`src/rtl/sample_uart_tx.sv`:
```
// Serialises each 16-bit ADC sample as a 3-byte 8N1 UART frame:
// sync byte, sample[15:8], sample[7:0].
// A one-entry holding buffer absorbs one sample that arrives while a frame is
// in flight. Any further arrivals are dropped and counted.
//
// state   | meaning
// --------+-----------------------------------------------
// S_IDLE  | line idle (tx=1), waiting for a strobe or buffered word
// S_START | start bit (tx=0) of byte r_byte_idx
// S_DATA  | data bit r_bit_idx of byte r_byte_idx, LSB first
// S_STOP  | stop bit (tx=1); frame ends after byte 2
module sample_uart_tx #(
   parameter int unsigned CLKS_PER_BIT = 434,
   parameter logic [7:0]  SYNC_BYTE    = 8'hA5
) (
   input  logic        clkouta,
   input  logic        rst_n,
   input  logic [15:0] sample_data,
   input  logic        sample_vld,
   output logic        tx,
   output logic        busy,
   output logic        frame_done,
   output logic        drop_pulse,
   output logic [7:0]  drop_cnt
);

   typedef enum logic [1:0] {S_IDLE, S_START, S_DATA, S_STOP} state_t;

   localparam logic [15:0] LP_BAUD_LAST = 16'(CLKS_PER_BIT - 1);

   state_t      r_state, w_state_nxt;
   logic [15:0] r_baud, w_baud_nxt;
   logic [2:0]  r_bit_idx, w_bit_nxt;
   logic [1:0]  r_byte_idx, w_byte_nxt;
   logic [15:0] r_word, w_word_nxt;
   logic        r_hold_full, w_hold_full_nxt;
   logic [15:0] r_hold_data, w_hold_data_nxt;
   logic        r_tx, w_tx_nxt;
   logic        r_drop_pulse, w_drop;
   logic [7:0]  r_drop_cnt;
   logic        w_bit_end, w_frame_end;
   logic        w_load_hold, w_load_direct;
   logic [7:0]  w_cur_byte;

   assign w_bit_end   = (r_baud == LP_BAUD_LAST);
   assign w_frame_end = (r_state == S_STOP) && w_bit_end && (r_byte_idx == 2'd2);

   // FSM state register with the bit/byte sequencing counters and the word in flight
   always_ff @(posedge clkouta) begin
      if (!rst_n) begin
         r_state    <= S_IDLE;
         r_baud     <= '0;
         r_bit_idx  <= '0;
         r_byte_idx <= '0;
         r_word     <= '0;
      end else begin
         r_state    <= w_state_nxt;
         r_baud     <= w_baud_nxt;
         r_bit_idx  <= w_bit_nxt;
         r_byte_idx <= w_byte_nxt;
         r_word     <= w_word_nxt;
      end
   end

   // Next-state logic. A new frame starts from IDLE or straight out of the
   // final stop bit, and the buffered word takes priority over a fresh strobe.
   always_comb begin
      w_state_nxt   = r_state;
      w_baud_nxt    = r_baud + 16'd1;
      w_bit_nxt     = r_bit_idx;
      w_byte_nxt    = r_byte_idx;
      w_word_nxt    = r_word;
      w_load_hold   = 1'b0;
      w_load_direct = 1'b0;
      case (r_state)
         S_IDLE: begin
            w_baud_nxt = '0;
            if (r_hold_full)     w_load_hold   = 1'b1;
            else if (sample_vld) w_load_direct = 1'b1;
         end
         S_START: begin
            if (w_bit_end) begin
               w_state_nxt = S_DATA;
               w_baud_nxt  = '0;
               w_bit_nxt   = '0;
            end
         end
         S_DATA: begin
            if (w_bit_end) begin
               w_baud_nxt = '0;
               if (r_bit_idx == 3'd7) w_state_nxt = S_STOP;
               else                   w_bit_nxt   = r_bit_idx + 3'd1;
            end
         end
         S_STOP: begin
            if (w_bit_end) begin
               w_baud_nxt = '0;
               if (r_byte_idx != 2'd2) begin
                  w_state_nxt = S_START;
                  w_byte_nxt  = r_byte_idx + 2'd1;
               end else if (r_hold_full) begin
                  w_load_hold = 1'b1;
               end else if (sample_vld) begin
                  w_load_direct = 1'b1;
               end else begin
                  w_state_nxt = S_IDLE;
               end
            end
         end
         default: w_state_nxt = S_IDLE;
      endcase
      if (w_load_hold || w_load_direct) begin
         w_state_nxt = S_START;
         w_baud_nxt  = '0;
         w_byte_nxt  = '0;
         w_word_nxt  = w_load_hold ? r_hold_data : sample_data;
      end
   end

   // Holding buffer. While it is being unloaded it counts as empty, so a
   // strobe in that cycle is stored rather than dropped.
   always_comb begin
      w_hold_full_nxt = r_hold_full;
      w_hold_data_nxt = r_hold_data;
      w_drop          = 1'b0;
      if (w_load_hold) w_hold_full_nxt = 1'b0;
      if (sample_vld && !w_load_direct) begin
         if (!r_hold_full || w_load_hold) begin
            w_hold_full_nxt = 1'b1;
            w_hold_data_nxt = sample_data;
         end else begin
            w_drop = 1'b1;
         end
      end
   end

   // Output decode. tx is computed from the next state so the registered
   // line shows the start bit on the cycle right after the strobe.
   always_comb begin
      case (w_byte_nxt)
         2'd1:    w_cur_byte = w_word_nxt[15:8];
         2'd2:    w_cur_byte = w_word_nxt[7:0];
         default: w_cur_byte = SYNC_BYTE;
      endcase
      case (w_state_nxt)
         S_START: w_tx_nxt = 1'b0;
         S_DATA:  w_tx_nxt = w_cur_byte[w_bit_nxt];
         default: w_tx_nxt = 1'b1;
      endcase
   end

   // Registered line driver, holding buffer and drop accounting (count saturates at 255)
   always_ff @(posedge clkouta) begin
      if (!rst_n) begin
         r_tx         <= 1'b1;
         r_hold_full  <= 1'b0;
         r_hold_data  <= '0;
         r_drop_pulse <= 1'b0;
         r_drop_cnt   <= '0;
      end else begin
         r_tx         <= w_tx_nxt;
         r_hold_full  <= w_hold_full_nxt;
         r_hold_data  <= w_hold_data_nxt;
         r_drop_pulse <= w_drop;
         if (w_drop && (r_drop_cnt != 8'hFF)) r_drop_cnt <= r_drop_cnt + 8'd1;
      end
   end

   assign tx         = r_tx;
   assign busy       = (r_state != S_IDLE);
   assign frame_done = w_frame_end;
   assign drop_pulse = r_drop_pulse;
   assign drop_cnt   = r_drop_cnt;

endmodule

```
`config.mk`:
```
export PLATFORM = sky130hd
export DESIGN_NAME = sample_uart_tx
export DESIGN_NICKNAME = d
export VERILOG_FILES = /design/src/rtl/sample_uart_tx.sv
export SDC_FILE = /design/constraint.sdc
export NUM_CORES = 1
export LEC_CHECK = 0
export CAP_MARGIN = 25
export CELL_PAD_IN_SITES_DETAIL_PLACEMENT = 1
export CELL_PAD_IN_SITES_GLOBAL_PLACEMENT = 1
export CORE_MARGIN = 2
export CORE_UTILIZATION = 46
export DETAILED_ROUTE_END_ITERATION = 10
export PLACE_DENSITY = 0.81
export SLEW_MARGIN = 20
export SYNTH_ARGS = -nofsm -noshare
export SYNTH_HDL_FRONTEND = slang
export SYNTH_SLANG_ARGS = --single-unit
```
`constraint.sdc`:
```
create_clock -name clkouta -period 6 [get_ports clkouta]
set_input_delay 0.9 -clock clkouta [delete_from_list [all_inputs] [get_ports clkouta]]
set_output_delay 0.9 -clock clkouta [all_outputs]
set_load 0.005 [all_outputs]
```
==> After elaboration in Yosys (flattened, before gate mapping) <==
Index checks and enable logic that the tools add are counted.
{ "word_totals": {"register_bits": 66, "inputBits": 19, "output_inout_bits": 12} }
{ "op_classes": {"n_addsub": 4, "magnitude_cmp": 1, "eq_ne": 12, "n_mux": 39, "bitwise": 1, "n_reduce_logical": 13} }
{ "op_table": {"columns": ["operator", "n"], "rows": [
  ["$mux 16", 3],
  ["$pmux 16 s2", 1],
  ["$mux 2", 12],
  ["$add 16x1->16 const B", 1],
  ["$eq 16x9->1 const B", 1],
  ["$pmux 8 s2", 1],
  ["$mux 1", 13],
  ["$eq 2x2->1 const B", 5],
  ["$mux 3", 3],
  ["$add 8x1->8 const B", 1],
  ["$ne 8x8->1 const B", 1],
  ["$eq 2x1->1 const B", 3],
  ["$pmux 1 s2", 3],
  ["$pmux 2 s3", 1],
  ["$pmux 3 s2", 1],
  ["$logic_and 1x1->1", 4],
  ["$lt 3x4->1 const B", 1],
  ["$add 3x1->3 const B", 1],
  ["$bmux 1 s3", 1],
  ["$eq 3x3->1 const B", 1],
  ["$reduce_or 3->1", 1],
  ["$add 2x1->2 const B", 1],
  ["$logic_not 1->1", 2],
  ["$logic_not 2->1", 1],
  ["6 further kinds", 7]
]} }

==> Logic depth before layout (Yosys ltp) <==
{ "depth": {"ltp_word": 12, "ltp_mapped": 16} }

==> Worst setup path after synthesis <==
OpenSTA, ideal clock, no wires.
{ "synth_path": {"kind": "input to register", "startpoint": "in sample_vld", "endpoint": "reg r_tx (netlist: tx)", "setup_ps": 59, "t_arrival_ps": 3770, "required_ps": 5941, "path_slack_ps": 2171, "path_stages": 14, "n_path_buf": 4, "cell_sequence": "clkbuf_1 nor2_1 nor4_1 a21o_1 clkbuf_1 clkbuf_1 or2_2 ha_1 clkbuf_2 o21ai_0 o221a_2 a311o_1 a2111oi_0 o31a_1"} }
{ "synth_between": {"elab_chain_len": 12, "word_cells_on_any_way": 22} }
{ "synth_lines": {"columns": ["item", "line", "source"], "rows": [
  ["from (decl)", "19", "input logic sample_vld,"],
  ["$mux 1", "79, 103", null],
  ["$mux 1", "101", "end else if (r_hold_full) begin"],
  ["$mux 1", "98", "if (r_byte_idx != 2'd2) begin"],
  ["$mux 1", "96", "if (w_bit_end) begin"],
  ["$pmux 1 s2", "75", "case (r_state)"],
  ["$logic_or 1x1->1", "112", "if (w_load_hold || w_load_direct) begin"],
  ["$mux 2", "112", null],
  ["$eq 2x2->1 / $eq 2x1->1 (equally long branches)", "140", "case (w_byte_nxt)"],
  ["$pmux 8 s2", "140", null],
  ["$bmux 1 s3", "147", "S_DATA: w_tx_nxt = w_cur_byte[w_bit_nxt];"],
  ["$mux 1 (not written as such)", "147", null],
  ["$pmux 1 s2 *", "145", "case (w_state_nxt)"],
  ["to (signal assigned)", "161", "r_tx <= w_tx_nxt;"],
  ["to (decl)", "38", "logic r_tx, w_tx_nxt;"]
]} }
Mark *: on every way between the ends. The rest lies on a longest branch, timed or not. The select of a mux whose other input is x is not followed.
A chain may end at the register's enable or synchronous reset.

==> Worst setup path after layout <==
Same ends and word-level chain as after synthesis.

==> metrics.cfg <==
[synthesis]
syn_inst=391
synth.area.top_cells=dfxtp_1 40%, nor2_1 7.5%, mux2i_1 6.1%, ha_1 4.9%, xor2_1 3.7%
synth_edf_count=0
synth_common_cells=66 x dfxtp_1, 66 x nor2_1, 28 x nand2_1
ys_async_sr_fraction=0
synth_flop_cell=dfxtp_1
ys_ff_latch=66
synth_top_area_frac=0.3994
postSynthAreaPerCell_um2=8.461
synth_cell_types=59
syn_nets=423
synth-seq-area-share=0.3994
syn-cell-area_um2=3308
synth_warnings=0
yosys.area.top_type=dfxtp_1

[routing]
finalWirelength_um=8507
met3_length_um=191
drc=0
m1WireLength_um=3863
ant_nets=0
avgViaCountPerCell=5.564
highest_layer=met4
drt_iter0_markers=118
num_vias=2871
wl_per_cell_um=16.49
route.met2.wl_um=4281
first_pass_iters=4

[critical_path]
crit_family=compound AO/OA/AOI/OAI gates
cp-end-kind=flip-flop
cp.arrival_ns=4.43
rr_endpoint=tx
critPathLaunchType=input port
slowest_stage=clkdlybuf4s50_1
r2r_setup_slack_ns=1.94
crit_type=input port to flip-flop
crit_chain=clkdlybuf4s50_1, nor2_1, nor4_1, a21o_1, buf_4, or2_2, ha_1, inv_1, or3_1, a311o_1, a2111oi_0, o31a_1
reg2reg_from=r_state[1]
r2r_cells=12
cp_num_buf_inv=3
crit_fanout=35
critPathRequiredTime_ns=6.28
slowest_delay_ns=0.66

[final_layout]
num-fill-cells=826
fin_area_um2=3854
fin_util=0.5610
regArea_um2=1321
num_antenna_cells=0
multi_input_area_um2=1833
layout.nets=448
drive_gt1_frac=0.07619
syn_to_final_growth_pct=16.49

[clocking]
cts.sinks=66
tritoncts=built
cts.path.max_buffers=2
post_cts_buffers=0
cts_buffers=9
hold_buffers=0
cts.repair.resized=0
clk_pin_slew_ns=0.07
clk_latency_ns=0.34
cts-htree-levels=3
cts-root-buf=clkbuf_8

[run]
max_cap_viol_count=0

[min_path]
min_path_type=flip-flop to flip-flop
worstHoldStart=r_word[9]
worstHoldEndpoint=r_word[9]
min_path_cells=2

[grt]
grt_pass1_wl_um=14010
antenna_found_initial=0
grt_pass1_vias=2953
grt.overflow.total=0
grt_usage=0.2328
grt_max_degree=38

[power_and_ir_drop]
sw_frac_of_total=0.2816
seqPwrFrac=0.474
pwr-share-clk=0.351
switchingPower_uw=291.8
ir_worst_vdd_mv=0.1514
power-per-cell-area_nw_per_um2=268.9
pwr-share-comb=0.174
p_leak_uw=0.001520
internal_power_uw=744.4
finalPower_uw=1036

[die]
die_w_um=88.81
row_count=30
die-area_um2=7886
fp.coreArea_um2=6869
initial_utilization=0.4816
io_pins=31
die_h_um=88.81

[sta]
slew_headroom=0.4983
worst_hold_slack_ns=0.4818
setup_viol=0
tns_ns=0
finalCritPeriodShare=0.6914
rsz0062_at_grt=no
maxSlewViolCount=0
worstMarginPinSlew_ns=0.7468
finalHoldViolCount=0
max_freq_ghz=0.2411
fin_worst_skew_ns=0.007327
fin_crit_ns=4.148

[placed_design]
placed_area_um2=3669
io_buffer_count=30
gp_congestion=0.8604
dp.final_hpwl_um=5954

[status]
run_status=finished clean

## cell type report
| cell class | count | area share |
|---|---|---|
| Multi-Input combinational cell | 289 | 0.4756 |
| Timing Repair Buffer | 34 | 0.08669 |
| Inverter | 16 | 0.01558 |
| Clock buffer | 12 | 0.03766 |
| Clock inverter | 3 | 0.01039 |
| Tap cell | 96 | 0.03117 |
| Sequential cell | 66 | 0.3429 |
## power groups by stage
stage	clock network, µW	registers, µW	logic, µW
2_1_floorplan	0	492	126
3_3_place_gp	0	499	173
3_5_place_dp	0	501	179
4_1_cts	373	491	181
5_1_grt	392	494	200
6_report	364	492	180
## placed cells by master (no fill, tap or decap), types with 3 or more instances in the layout
master	instances
nor2_1	66
dfxtp_1	66
clkdlybuf4s50_1	30
nand2_1	28
mux2i_1	20
o21ai_0	18
a21oi_1	17
inv_1	15
nand3_1	14
xor2_1	14
ha_1	13
clkbuf_8	10
a31oi_1	9
nor3_1	8
xnor2_1	7
nor4_1	5
and3_1	5
nand2b_1	4
nand4_1	4
and2_1	4
or2_2	3
or3_1	3
a221oi_1	3
a221o_1	3
buf_4	3
## layer usage
metal / global-route usage / vias to the layer above
li1: - / 1421
met1: 0.2778 / 1400
met2: 0.4132 / 35
met3: 0.03825 / 15
met4: 0.09504 / 0
met5: 0 / -
## tightest hold or removal path, stage by stage, from the launching register on
cell     delay, ns
dfxtp_1       0.32
nand2_1       0.06
a21oi_1       0.06
## worst max-delay path by stage
stage | depth (start not counted) | slack (ns) | end | start
detailed placement | 12 | 1.57 | tx | sample_vld
CTS | 12 | 1.86 | tx | sample_vld
floorplan | 14 | 2.17 | tx | sample_vld
global route | 12 | 1.56 | tx | sample_vld
finish | 12 | 1.85 | tx | sample_vld
global placement | 12 | 1.71 | tx | sample_vld
## cells by family after synthesis
logic type                 share of synthesized area
DFF                                           0.3994
xor gates and xnor gates                     0.05560
and+or+nand+nor                               0.2266
buffers and inverters                        0.04652
muxes                                        0.06051
AOI/OAI and AO/OA                             0.1623
adders and majority gates                    0.04917
## sequential cells by signal, indices dropped and copies added, names as in the netlist
| signal | count |
|---|---|
| r_bit_idx | 3 |
| r_hold_data | 16 |
| tx | 1 |
| drop_pulse | 1 |
| r_byte_idx | 2 |
| r_hold_full | 1 |
| r_baud | 16 |
| r_state | 2 |
| r_word | 16 |
| drop_cnt | 8 |
## stage by stage
stage / setup WS [ns] / std cells
3_3_place_gp: 1.706 / 500
2_1_floorplan: 2.171 / 391
6_report: 1.852 / 516
5_1_grt: 1.558 / 516
4_1_cts: 1.857 / 516
3_5_place_dp: 1.570 / 501
Note: power is estimated with default switching activity, not from simulation.
